[src/rtl/ps2_key_decoder_pkg.sv]
// Shared scan-code constants and FSM state encodings for the PS/2 keyboard decoder.
package ps2_pkg;

  localparam logic [7:0] SC_ENTER = 8'h5A;
  localparam logic [7:0] SC_EXT   = 8'hE0;
  localparam logic [7:0] SC_BREAK = 8'hF0;
  localparam logic [7:0] SC_PAUSE = 8'hE1;
  localparam logic [7:0] SC_UP    = 8'h75;
  localparam logic [7:0] SC_DOWN  = 8'h72;
  localparam logic [7:0] SC_LEFT  = 8'h6B;
  localparam logic [7:0] SC_RIGHT = 8'h74;
  localparam logic [7:0] SC_SPACE = 8'h29;

  typedef enum logic [1:0] {
    RX_IDLE,
    RX_DATA,
    RX_PARITY,
    RX_STOP
  } rx_state_e;

  typedef enum logic [1:0] {
    SEQ_BASE,
    SEQ_EXT,
    SEQ_BRK,
    SEQ_EXT_BRK
  } seq_state_e;

endpackage

[src/rtl/ps2_key_decoder_frame_rx.sv]
// PS/2 frame receiver: pin synchronizers, falling-edge sampling, 11-bit frame FSM, timeout.
// Odd-parity checking is compiled in when PS2_PARITY_CHECK_EN is defined.
module ps2_frame_rx
  import ps2_pkg::*;
#(
  parameter int TIMEOUT_CYCLES = 100000,
  parameter int SYNC_STAGES    = 2
) (
  input  logic       clk,
  input  logic       reset,
  input  logic       ps2_clk,
  input  logic       ps2_data,
  output logic       byte_rdy,
  output logic [7:0] rx_byte,
  output logic       frame_err
);

  localparam int TO_W = $clog2(TIMEOUT_CYCLES + 1);
  localparam logic [TO_W-1:0] TO_MAX = TO_W'(TIMEOUT_CYCLES);

  logic [SYNC_STAGES-1:0] clk_sync_q, clk_sync_d;
  logic [SYNC_STAGES-1:0] data_sync_q, data_sync_d;
  logic                   clk_prev_q, clk_prev_d;
  rx_state_e              state_q, state_d;
  logic [2:0]             bit_cnt_q, bit_cnt_d;
  logic [7:0]             shift_q, shift_d;
  logic [TO_W-1:0]        to_cnt_q, to_cnt_d;
  logic                   byte_rdy_q, byte_rdy_d;
  logic                   frame_err_q, frame_err_d;
`ifdef PS2_PARITY_CHECK_EN
  logic                   par_q, par_d;
`endif

  logic fall;
  logic sdata;
  logic timeout;
  logic par_ok;

  always_comb begin
    clk_sync_d  = {clk_sync_q[SYNC_STAGES-2:0], ps2_clk};
    data_sync_d = {data_sync_q[SYNC_STAGES-2:0], ps2_data};
    clk_prev_d  = clk_sync_q[SYNC_STAGES-1];
    fall        = clk_prev_q & ~clk_sync_q[SYNC_STAGES-1];
    sdata       = data_sync_q[SYNC_STAGES-1];
  end

  // The edge always wins over an expiring timeout, so a late edge still counts.
  always_comb begin
    to_cnt_d = to_cnt_q;
    if (fall || state_q == RX_IDLE) begin
      to_cnt_d = '0;
    end else if (to_cnt_q != TO_MAX) begin
      to_cnt_d = to_cnt_q + TO_W'(1);
    end
    timeout = (state_q != RX_IDLE) && (to_cnt_q == TO_MAX) && !fall;
  end

`ifdef PS2_PARITY_CHECK_EN
  assign par_ok = ^{shift_q, par_q};
`else
  assign par_ok = 1'b1;
`endif

  always_comb begin
    state_d     = state_q;
    bit_cnt_d   = bit_cnt_q;
    shift_d     = shift_q;
    byte_rdy_d  = 1'b0;
    frame_err_d = 1'b0;
`ifdef PS2_PARITY_CHECK_EN
    par_d       = par_q;
`endif
    if (timeout) begin
      state_d   = RX_IDLE;
      bit_cnt_d = '0;
    end else if (fall) begin
      unique case (state_q)
        RX_IDLE: begin
          if (!sdata) begin
            state_d   = RX_DATA;
            bit_cnt_d = '0;
          end
        end
        RX_DATA: begin
          shift_d   = {sdata, shift_q[7:1]};
          bit_cnt_d = bit_cnt_q + 3'd1;
          if (bit_cnt_q == 3'd7) state_d = RX_PARITY;
        end
        RX_PARITY: begin
`ifdef PS2_PARITY_CHECK_EN
          par_d = sdata;
`endif
          state_d = RX_STOP;
        end
        RX_STOP: begin
          if (sdata && par_ok) byte_rdy_d = 1'b1;
          else                 frame_err_d = 1'b1;
          state_d = RX_IDLE;
        end
        default: state_d = RX_IDLE;
      endcase
    end
  end

  // Synchronizers reset to the idle-high bus level to avoid a false edge after reset.
  always_ff @(posedge clk or posedge reset) begin
    if (reset) begin
      clk_sync_q  <= '1;
      data_sync_q <= '1;
      clk_prev_q  <= 1'b1;
      state_q     <= RX_IDLE;
      bit_cnt_q   <= '0;
      shift_q     <= '0;
      to_cnt_q    <= '0;
      byte_rdy_q  <= 1'b0;
      frame_err_q <= 1'b0;
`ifdef PS2_PARITY_CHECK_EN
      par_q       <= 1'b0;
`endif
    end else begin
      clk_sync_q  <= clk_sync_d;
      data_sync_q <= data_sync_d;
      clk_prev_q  <= clk_prev_d;
      state_q     <= state_d;
      bit_cnt_q   <= bit_cnt_d;
      shift_q     <= shift_d;
      to_cnt_q    <= to_cnt_d;
      byte_rdy_q  <= byte_rdy_d;
      frame_err_q <= frame_err_d;
`ifdef PS2_PARITY_CHECK_EN
      par_q       <= par_d;
`endif
    end
  end

  assign byte_rdy  = byte_rdy_q;
  assign rx_byte   = shift_q;
  assign frame_err = frame_err_q;

endmodule

[src/rtl/ps2_key_decoder.sv]
// PS/2 scan-code set 2 decoder: make/break/extended sequencing plus a held-Enter filter.
// Optional odd-parity checking in the frame receiver via PS2_PARITY_CHECK_EN.
module ps2_key_decoder
  import ps2_pkg::*;
#(
  parameter int TIMEOUT_CYCLES = 100000,
  parameter int SYNC_STAGES    = 2
) (
  input  logic       clk,
  input  logic       reset,
  input  logic       ps2_clk,
  input  logic       ps2_data,
  output logic       key_valid,
  output logic [7:0] key_code,
  output logic       key_ext,
  output logic       key_break,
  output logic       enter,
  output logic       frame_err
);

  logic       byte_rdy;
  logic [7:0] rx_byte;

  ps2_frame_rx #(
    .TIMEOUT_CYCLES(TIMEOUT_CYCLES),
    .SYNC_STAGES   (SYNC_STAGES)
  ) u_frame_rx (
    .clk      (clk),
    .reset    (reset),
    .ps2_clk  (ps2_clk),
    .ps2_data (ps2_data),
    .byte_rdy (byte_rdy),
    .rx_byte  (rx_byte),
    .frame_err(frame_err)
  );

  seq_state_e seq_q, seq_d;
  logic       key_valid_q, key_valid_d;
  logic [7:0] key_code_q, key_code_d;
  logic       key_ext_q, key_ext_d;
  logic       key_break_q, key_break_d;
  logic       enter_q, enter_d;
  logic       enter_held_q, enter_held_d;
  logic       ev, ev_ext, ev_brk;

  always_comb begin
    seq_d  = seq_q;
    ev     = 1'b0;
    ev_ext = 1'b0;
    ev_brk = 1'b0;
    if (byte_rdy) begin
      if (rx_byte == SC_PAUSE) begin
        seq_d = SEQ_BASE;
      end else begin
        unique case (seq_q)
          SEQ_BASE: begin
            if (rx_byte == SC_EXT)        seq_d = SEQ_EXT;
            else if (rx_byte == SC_BREAK) seq_d = SEQ_BRK;
            else                          ev    = 1'b1;
          end
          SEQ_EXT: begin
            if (rx_byte == SC_BREAK) begin
              seq_d = SEQ_EXT_BRK;
            end else begin
              ev     = 1'b1;
              ev_ext = 1'b1;
              seq_d  = SEQ_BASE;
            end
          end
          SEQ_BRK: begin
            ev     = 1'b1;
            ev_brk = 1'b1;
            seq_d  = SEQ_BASE;
          end
          SEQ_EXT_BRK: begin
            ev     = 1'b1;
            ev_ext = 1'b1;
            ev_brk = 1'b1;
            seq_d  = SEQ_BASE;
          end
          default: seq_d = SEQ_BASE;
        endcase
      end
    end
  end

  // Only the main-block Enter participates in the held filter; keypad Enter is ignored.
  always_comb begin
    key_valid_d  = 1'b0;
    key_code_d   = key_code_q;
    key_ext_d    = key_ext_q;
    key_break_d  = key_break_q;
    enter_d      = 1'b0;
    enter_held_d = enter_held_q;
    if (ev) begin
      key_valid_d = 1'b1;
      key_code_d  = rx_byte;
      key_ext_d   = ev_ext;
      key_break_d = ev_brk;
      if (rx_byte == SC_ENTER && !ev_ext) begin
        if (ev_brk) begin
          enter_held_d = 1'b0;
        end else begin
          enter_held_d = 1'b1;
          enter_d      = !enter_held_q;
        end
      end
    end
  end

  always_ff @(posedge clk or posedge reset) begin
    if (reset) begin
      seq_q        <= SEQ_BASE;
      key_valid_q  <= 1'b0;
      key_code_q   <= '0;
      key_ext_q    <= 1'b0;
      key_break_q  <= 1'b0;
      enter_q      <= 1'b0;
      enter_held_q <= 1'b0;
    end else begin
      seq_q        <= seq_d;
      key_valid_q  <= key_valid_d;
      key_code_q   <= key_code_d;
      key_ext_q    <= key_ext_d;
      key_break_q  <= key_break_d;
      enter_q      <= enter_d;
      enter_held_q <= enter_held_d;
    end
  end

  assign key_valid = key_valid_q;
  assign key_code  = key_code_q;
  assign key_ext   = key_ext_q;
  assign key_break = key_break_q;
  assign enter     = enter_q;

endmodule
[config.mk]
export PLATFORM = sky130hd
export DESIGN_NAME = ps2_key_decoder
export DESIGN_NICKNAME = d
export VERILOG_FILES = /design/src/rtl/ps2_key_decoder_pkg.sv /design/src/rtl/ps2_key_decoder_frame_rx.sv /design/src/rtl/ps2_key_decoder.sv
export SDC_FILE = /design/constraint.sdc
export NUM_CORES = 1
export LEC_CHECK = 0
export BUFFER_PORTS_ARGS = -buffer_cell sky130_fd_sc_hd__buf_2
export CAP_MARGIN = 20
export CORE_ASPECT_RATIO = 1.75
export CORE_MARGIN = 2
export CORE_UTILIZATION = 54
export DETAILED_ROUTE_END_ITERATION = 6
export GPL_ROUTABILITY_DRIVEN = 0
export PLACE_DENSITY = 0.75
export SLEW_MARGIN = 25
export SYNTH_ARGS = -nofsm -noshare
export SYNTH_HDL_FRONTEND = slang
export SYNTH_SLANG_ARGS = --single-unit
[constraint.sdc]
create_clock -name clk -period 1.6 [get_ports clk]
set_input_delay 0 -clock clk [delete_from_list [all_inputs] [get_ports clk]]
set_output_delay 0 -clock clk [all_outputs]
set_load 0.01 [all_outputs]
==> flow_metrics.tcl, run 1 <==
set metrics [dict create \
    ys_ff_latch 52 \
    final_util_pct 68.9 \
    clkSlewWorstSetupHoldPaths_ns 0.10 \
    end_kind "register" \
    clock-sinks 52 \
    drive_above_1_share_pct 31.0 \
    drc 0 \
    vias_per_cell 5.66 \
    timing.hold.ws_ns 0.277 \
    hold_class "input port to asynchronous set/reset pin" \
    area_growth_pct 21.4 \
    grtUsageTotal_pct 21.6 \
    dp_slack_ns -0.0212 \
    ys.flop_type "dfrtp_1" \
    critPathArrivalTime_ns 1.78 \
    io_pins 17 \
    grt_pass1_wl_um 8900 \
    cts-root-buf "clkbuf_8" \
    worst_slew_pin_slew_ns 0.342 \
    cap_violations 0 \
    grt_pass1_vias 2095 \
    status "finished clean" \
    syn_area_um2 2520 \
    tritoncts "done" \
    reg2reg_slack_ns 0.02 \
    ir_drop_mv 1.02 \
    fmax_mhz 635 \
    antenna_cells 0 \
    vias 1913 \
    hpwl_um 3640 \
    syn-num-nets 246 \
    rows 32 \
    setup_slack_ns 0.0250 \
    finalCritPeriodShare_pct 98.4 \
    rsz0062_at_grt "true" \
    yosysWarnings 0 \
    antenna_found_initial 0 \
    drtPass1Iterations 4 \
    syn-instance-count 234 \
    cts_made_buffers 5 \
    htreeDepth 2 \
    grt_max_degree 53 \
    cts.path.max_buffers 2 \
    io_buffers 16 \
    hold_viol 0 \
    powerDensity_nw_per_um2 1260 \
    cp_max_fo 4 \
    initial_utilization_pct 56.8 \
    setup_viol 0 \
    ys_types 48 \
    fp.dieArea_um2 5260 \
    grt_overflow 0 \
    syn_avg_cell_area_um2 10.8 \
    fp.dieH_um 94.4 \
    critPathKind "register to register" \
    worstSetupStartpointType "register" \
    synth_async_sr_flop_share_pct 100 \
    num-nets-final 298 \
    design.core.area_um2 4440 \
    wl_per_cell_um 14.9 \
    ys_seq_area_share_pct 51.8 \
    synth_edf_count 0 \
    placedCellCount 324 \
    drt-total-wl_um 5050 \
    max_slew_margin_pct 77.0 \
    final-instance-count-excl-fill 338 \
    fp.dieW_um 55.7 \
    drt_iter0_drc 36 \
    slew_viol_final 0 \
    fin_crit_ns 1.58 \
    leakage_uw 0.00141 \
    cp.required_ns 1.80 \
    clk_latency_ns 0.31 \
    finClkSkew_ns 0.0112 \
    postRouteAntennaNets 0 \
]
==> metrics by stage <==
step | total power, µW | TNS [ns] | instance area (µm²)
finish | 3860 | 0 | 3060
global route | 4120 | -0.220 | 3060
CTS | 3870 | -0.0160 | 3030
detailed placement | 3050 | -0.0421 | 2880
global placement | 3000 | 0 | 2880
floorplan | 2580 | 0 | 2520
==> Yosys cell counts, drive strengths merged (3+ instances only) <==
library cell | n | area [µm²]
dfrtp | 47 | 1180
nor2 | 17 | 63.8
nand2 | 14 | 52.6
inv | 13 | 48.8
a21oi | 12 | 60.1
o21ai | 12 | 71.3
mux2 | 11 | 131
nand3 | 10 | 55.1
ha | 8 | 100
nand2b | 8 | 50.1
xnor2 | 8 | 70.1
nor2b | 6 | 37.5
buf | 5 | 23.8
dfstp | 5 | 131
nand4 | 5 | 31.3
nor4 | 5 | 31.3
nor3b | 4 | 35.0
or3 | 4 | 25.0
a22o | 3 | 26.3
clkbuf | 3 | 11.3
nor3 | 3 | 15.0
nor4b | 3 | 41.3
nor4bb | 3 | 30.0
o211ai | 3 | 22.5
==> placed cells by master, fill, tap and decap left out, drive strengths merged, types with 2 or more instances in the layout <==
cell,Yosys,routed
mux2i,2,2
clkbuf,3,5
inv,13,14
nand2,14,14
o211ai,3,3
o21ai,12,12
or3,4,4
a21o,2,2
a21oi,12,12
dlygate4sd3,0,3
nor4b,3,3
nor2,17,17
ha,8,8
o21a,2,2
xor2,2,2
clkinv,0,2
xnor2,8,8
nor2b,6,6
nor4bb,3,3
and3,2,2
dfrtp,47,47
nor3,3,3
a32oi,2,2
nand2b,8,8
nor3b,4,4
nand3,10,10
nand4,5,5
nor4,5,5
nand4b,2,2
buf,5,50
dfstp,5,5
a22o,3,3
mux2,11,11
==> final cells by class <==
class	instances	area, µm²
fillers	337	1380
flip-flops and latches	52	1310
multi-input cells	161	1170
repair buffers	53	378
clock buffers	5	68.8
well taps	51	63.8
inverters	13	48.8
clock inverters	3	26.3
==> critical path, cell delays in order, from the launching register on <==
cell     delay (ns)
dfrtp_1        0.42
nor4b_4        0.33
nand3_2        0.17
o21ai_4        0.23
mux2_4         0.32
==> power by group <==
group	switching [µW]	leakage [µW]	internal, µW
Sequential	203	0.000682	1540
Combinational	668	0.000677	679
Clock	449	0.0000487	319
==> final timing paths <==
check                                          from                         to  depth (start not counted)
setup / recovery              u_frame_rx.rx_byte[1]                key_code[7]                          4
hold / removal                                reset                key_code[5]                          4
setup reg to reg              u_frame_rx.rx_byte[1]                key_code[7]                          4
hold reg to reg            u_frame_rx.clk_sync_q[0]   u_frame_rx.clk_sync_q[1]                          0
max in group asynchronous                     reset   u_frame_rx.clk_sync_q[0]                          4
min in group clk                           ps2_data  u_frame_rx.data_sync_q[0]                          2
==> routing by layer <==
layer  vias up  wire length [µm]  GRT usage (%)
met1       953              1920           20.9
li1        929                 -              -
met2        22              2920           42.9
met4         0               119           11.6
met3         9                95           3.01
met5         -                 0              0
==> sequential cells by signal (all words and copies together) (netlist names), 2 cells and up <==
signal,count
u_frame_rx.state_q,2
u_frame_rx.bit_cnt_q,3
key_code,8
u_frame_rx.rx_byte,8
u_frame_rx.data_sync_q,2
u_frame_rx.to_cnt_q,17
u_frame_rx.clk_sync_q,2
seq_q,2
==> logic make-up after synthesis <==
family,share of synthesized area (%)
and+or+nand+nor,20.4
DFF,51.8
AOI/OAI and AO/OA,11.1
buffers and inverters,3.32
muxes,6.00
xor gates and xnor gates,3.47
adders and majority gates,3.97
==> what timing repair did <==
action                     in CTS  in global routing
buffers inserted                3                  0
resized for setup               1                  6
hold endpoints to repair       54                  0
pin swaps                       4                  5
hold buffers                    3                  0
setup endpoints to repair       4                 12
No activity file was read; power rests on OpenSTA's default activity.
==> inputs of run 2 (changes only) <==
RECOVER_POWER = 100   (was not set)
==> run 2 against run 1 <==
Non-clock buffer count unchanged. Largest power group unchanged. Critical path type unchanged. Largest cell class unchanged. Hold slack improved by 0.055 ns. Critical path depth unchanged. Total power decreased by 1.3%.
==> flow_metrics.tcl, run 2 (synthesis results as in run 1) <==
set metrics [dict create \
    status "finished clean" \
    num-nets-final 298 \
    cp_slowest_stage_delay_ns 0.48 \
    crit_path_cell_trace "or2b_1, o31a_2, o21ai_4, mux2_4" \
    drc 0 \
    grt_pass1_wl_um 8900 \
    grt_pass1_vias 2095 \
    clkSlewWorstSetupHoldPaths_ns 0.10 \
    vias_per_cell 5.68 \
    fp.dieArea_um2 5260 \
    critPathKind "register to register" \
    final_common_cell "dfrtp_1" \
    drtPass1Iterations 4 \
    clk_latency_ns 0.31 \
    end_kind "register" \
    wl_per_cell_um 15.0 \
    htreeDepth 2 \
    vias 1921 \
    clock-sinks 52 \
    cap_violations 0 \
    grt_overflow 0 \
    rsz0062_at_grt "true" \
    design_area_um2 3010 \
    cpLargestDelayFamily "flip-flops" \
    hold_class "input port to register" \
    leakage_uw 0.00135 \
    max_slew_margin_pct 23.2 \
    cp.required_ns 1.80 \
    drive_above_1_share_pct 24.7 \
    io_buffers 16 \
    power_uw 3810 \
    cts.path.max_buffers 2 \
    initial_utilization_pct 56.8 \
    hpwl_um 3640 \
    area_growth_pct 19.1 \
    design.core.area_um2 4440 \
    antenna_found_initial 0 \
    hold_viol 0 \
    io_pins 17 \
    cp_max_fo 7 \
    endpoint "key_code[4]" \
    finalCritPeriodShare_pct 98.3 \
    drt-total-wl_um 5090 \
    dpl_cell_area_um2 2880 \
    top_register "u_frame_rx.to_cnt_q" \
    setup_viol 0 \
    finClkSkew_ns 0.00958 \
    worst_slew_pin_slew_ns 1.15 \
    final_util_pct 67.7 \
    slew_viol_final 0 \
    reg2reg_depth 4 \
    rr_startpoint "u_frame_rx.rx_byte[0]" \
    cts-root-buf "clkbuf_8" \
    timing.rr.end "key_code[4]" \
    fmax_mhz 636 \
    grt_max_degree 53 \
    antenna_cells 0 \
    drt_iter0_drc 40 \
    path_depth 4 \
    largest_reg_flops 17 \
    cts_made_buffers 5 \
    timing.hold.ws_ns 0.332 \
    final-instance-count-excl-fill 338 \
    postRouteAntennaNets 0 \
    ir_drop_mv 0.987 \
    reg2reg_slack_ns 0.03 \
    fp.dieW_um 55.7 \
    rows 32 \
    grtUsageTotal_pct 21.6 \
    worstSetupStartpointType "register" \
    slowest_stage "dfrtp_1" \
    fp.dieH_um 94.4 \
    tritoncts "done" \
    critPathLaunch "u_frame_rx.rx_byte[0]" \
    critPathArrivalTime_ns 1.78 \
    final_cell_mix "dfrtp_1 (47), buf_4 (29), nor2_1 (17)" \
    crit_buf_inv 0 \
    powerDensity_nw_per_um2 1270 \
    placedCellCount 324 \
    fin_crit_ns 1.57 \
]
run 2: layer usage:
layer	GRT usage, %	share of wire, %	wire [µm]
met1	20.9	37	1870
met2	42.9	58	2950
met3	3.01	2.7	138
met4	11.6	2.5	129
met5	0	0	0
run 2: how the worst min path moves through the flow:
stage | slack (ns) | endpoint | from | depth (start not counted)
6_report | 0.33 | u_frame_rx.data_sync_q[0] | ps2_data | 2
5_1_grt | 0.33 | u_frame_rx.clk_sync_q[0] | ps2_clk | 2
4_1_cts | 0.28 | key_code[2] | reset | 4
3_5_place_dp | 0.07 | key_code[2] | reset | 3
3_3_place_gp | 0.06 | key_code[2] | reset | 3
2_1_floorplan | 0.004 | u_frame_rx.clk_sync_q[0] | ps2_clk | 0
run 2: power by group:
| group | switching [µW] | total [µW] | leakage [µW] | internal, µW |
|---|---|---|---|---|
| Sequential | 203 | 1740 | 0.000682 | 1540 |
| Clock | 448 | 767 | 0.0000487 | 319 |
| Combinational | 666 | 1300 | 0.000616 | 633 |
run 2: timing repair:
item                                    4_1_cts  5_1_grt
buffers inserted                              3        0
hold buffers                                  3        0
pin swaps                                     4        5
endpoints found under the setup margin        4       12
endpoints found under the hold margin        54        0
resized for setup                             1        6
run 2: metrics by stage:
stage,setup WS [ns],setup TNS [ns]
2_1_floorplan,0.0219,0
3_3_place_gp,0.0105,0
3_5_place_dp,-0.0212,-0.0421
4_1_cts,-0.00815,-0.0160
5_1_grt,-0.0533,-0.931
6_report,0.0274,0
run 2: cell type report:
class,count,area (µm²)
inverter,13,48.8
clock inverter,3,26.3
multi-input combinational,161,1150
tap,51,63.8
timing repair buffer,53,337
sequential,52,1310
clock buffer,5,68.8
fill,345,1440
run 2: worst register-to-register path, cell delays in order, from the launching register on:
cell     delay (ns)
dfrtp_1        0.48
or2b_1         0.29
o31a_2         0.16
o21ai_4        0.23
mux2_4         0.32
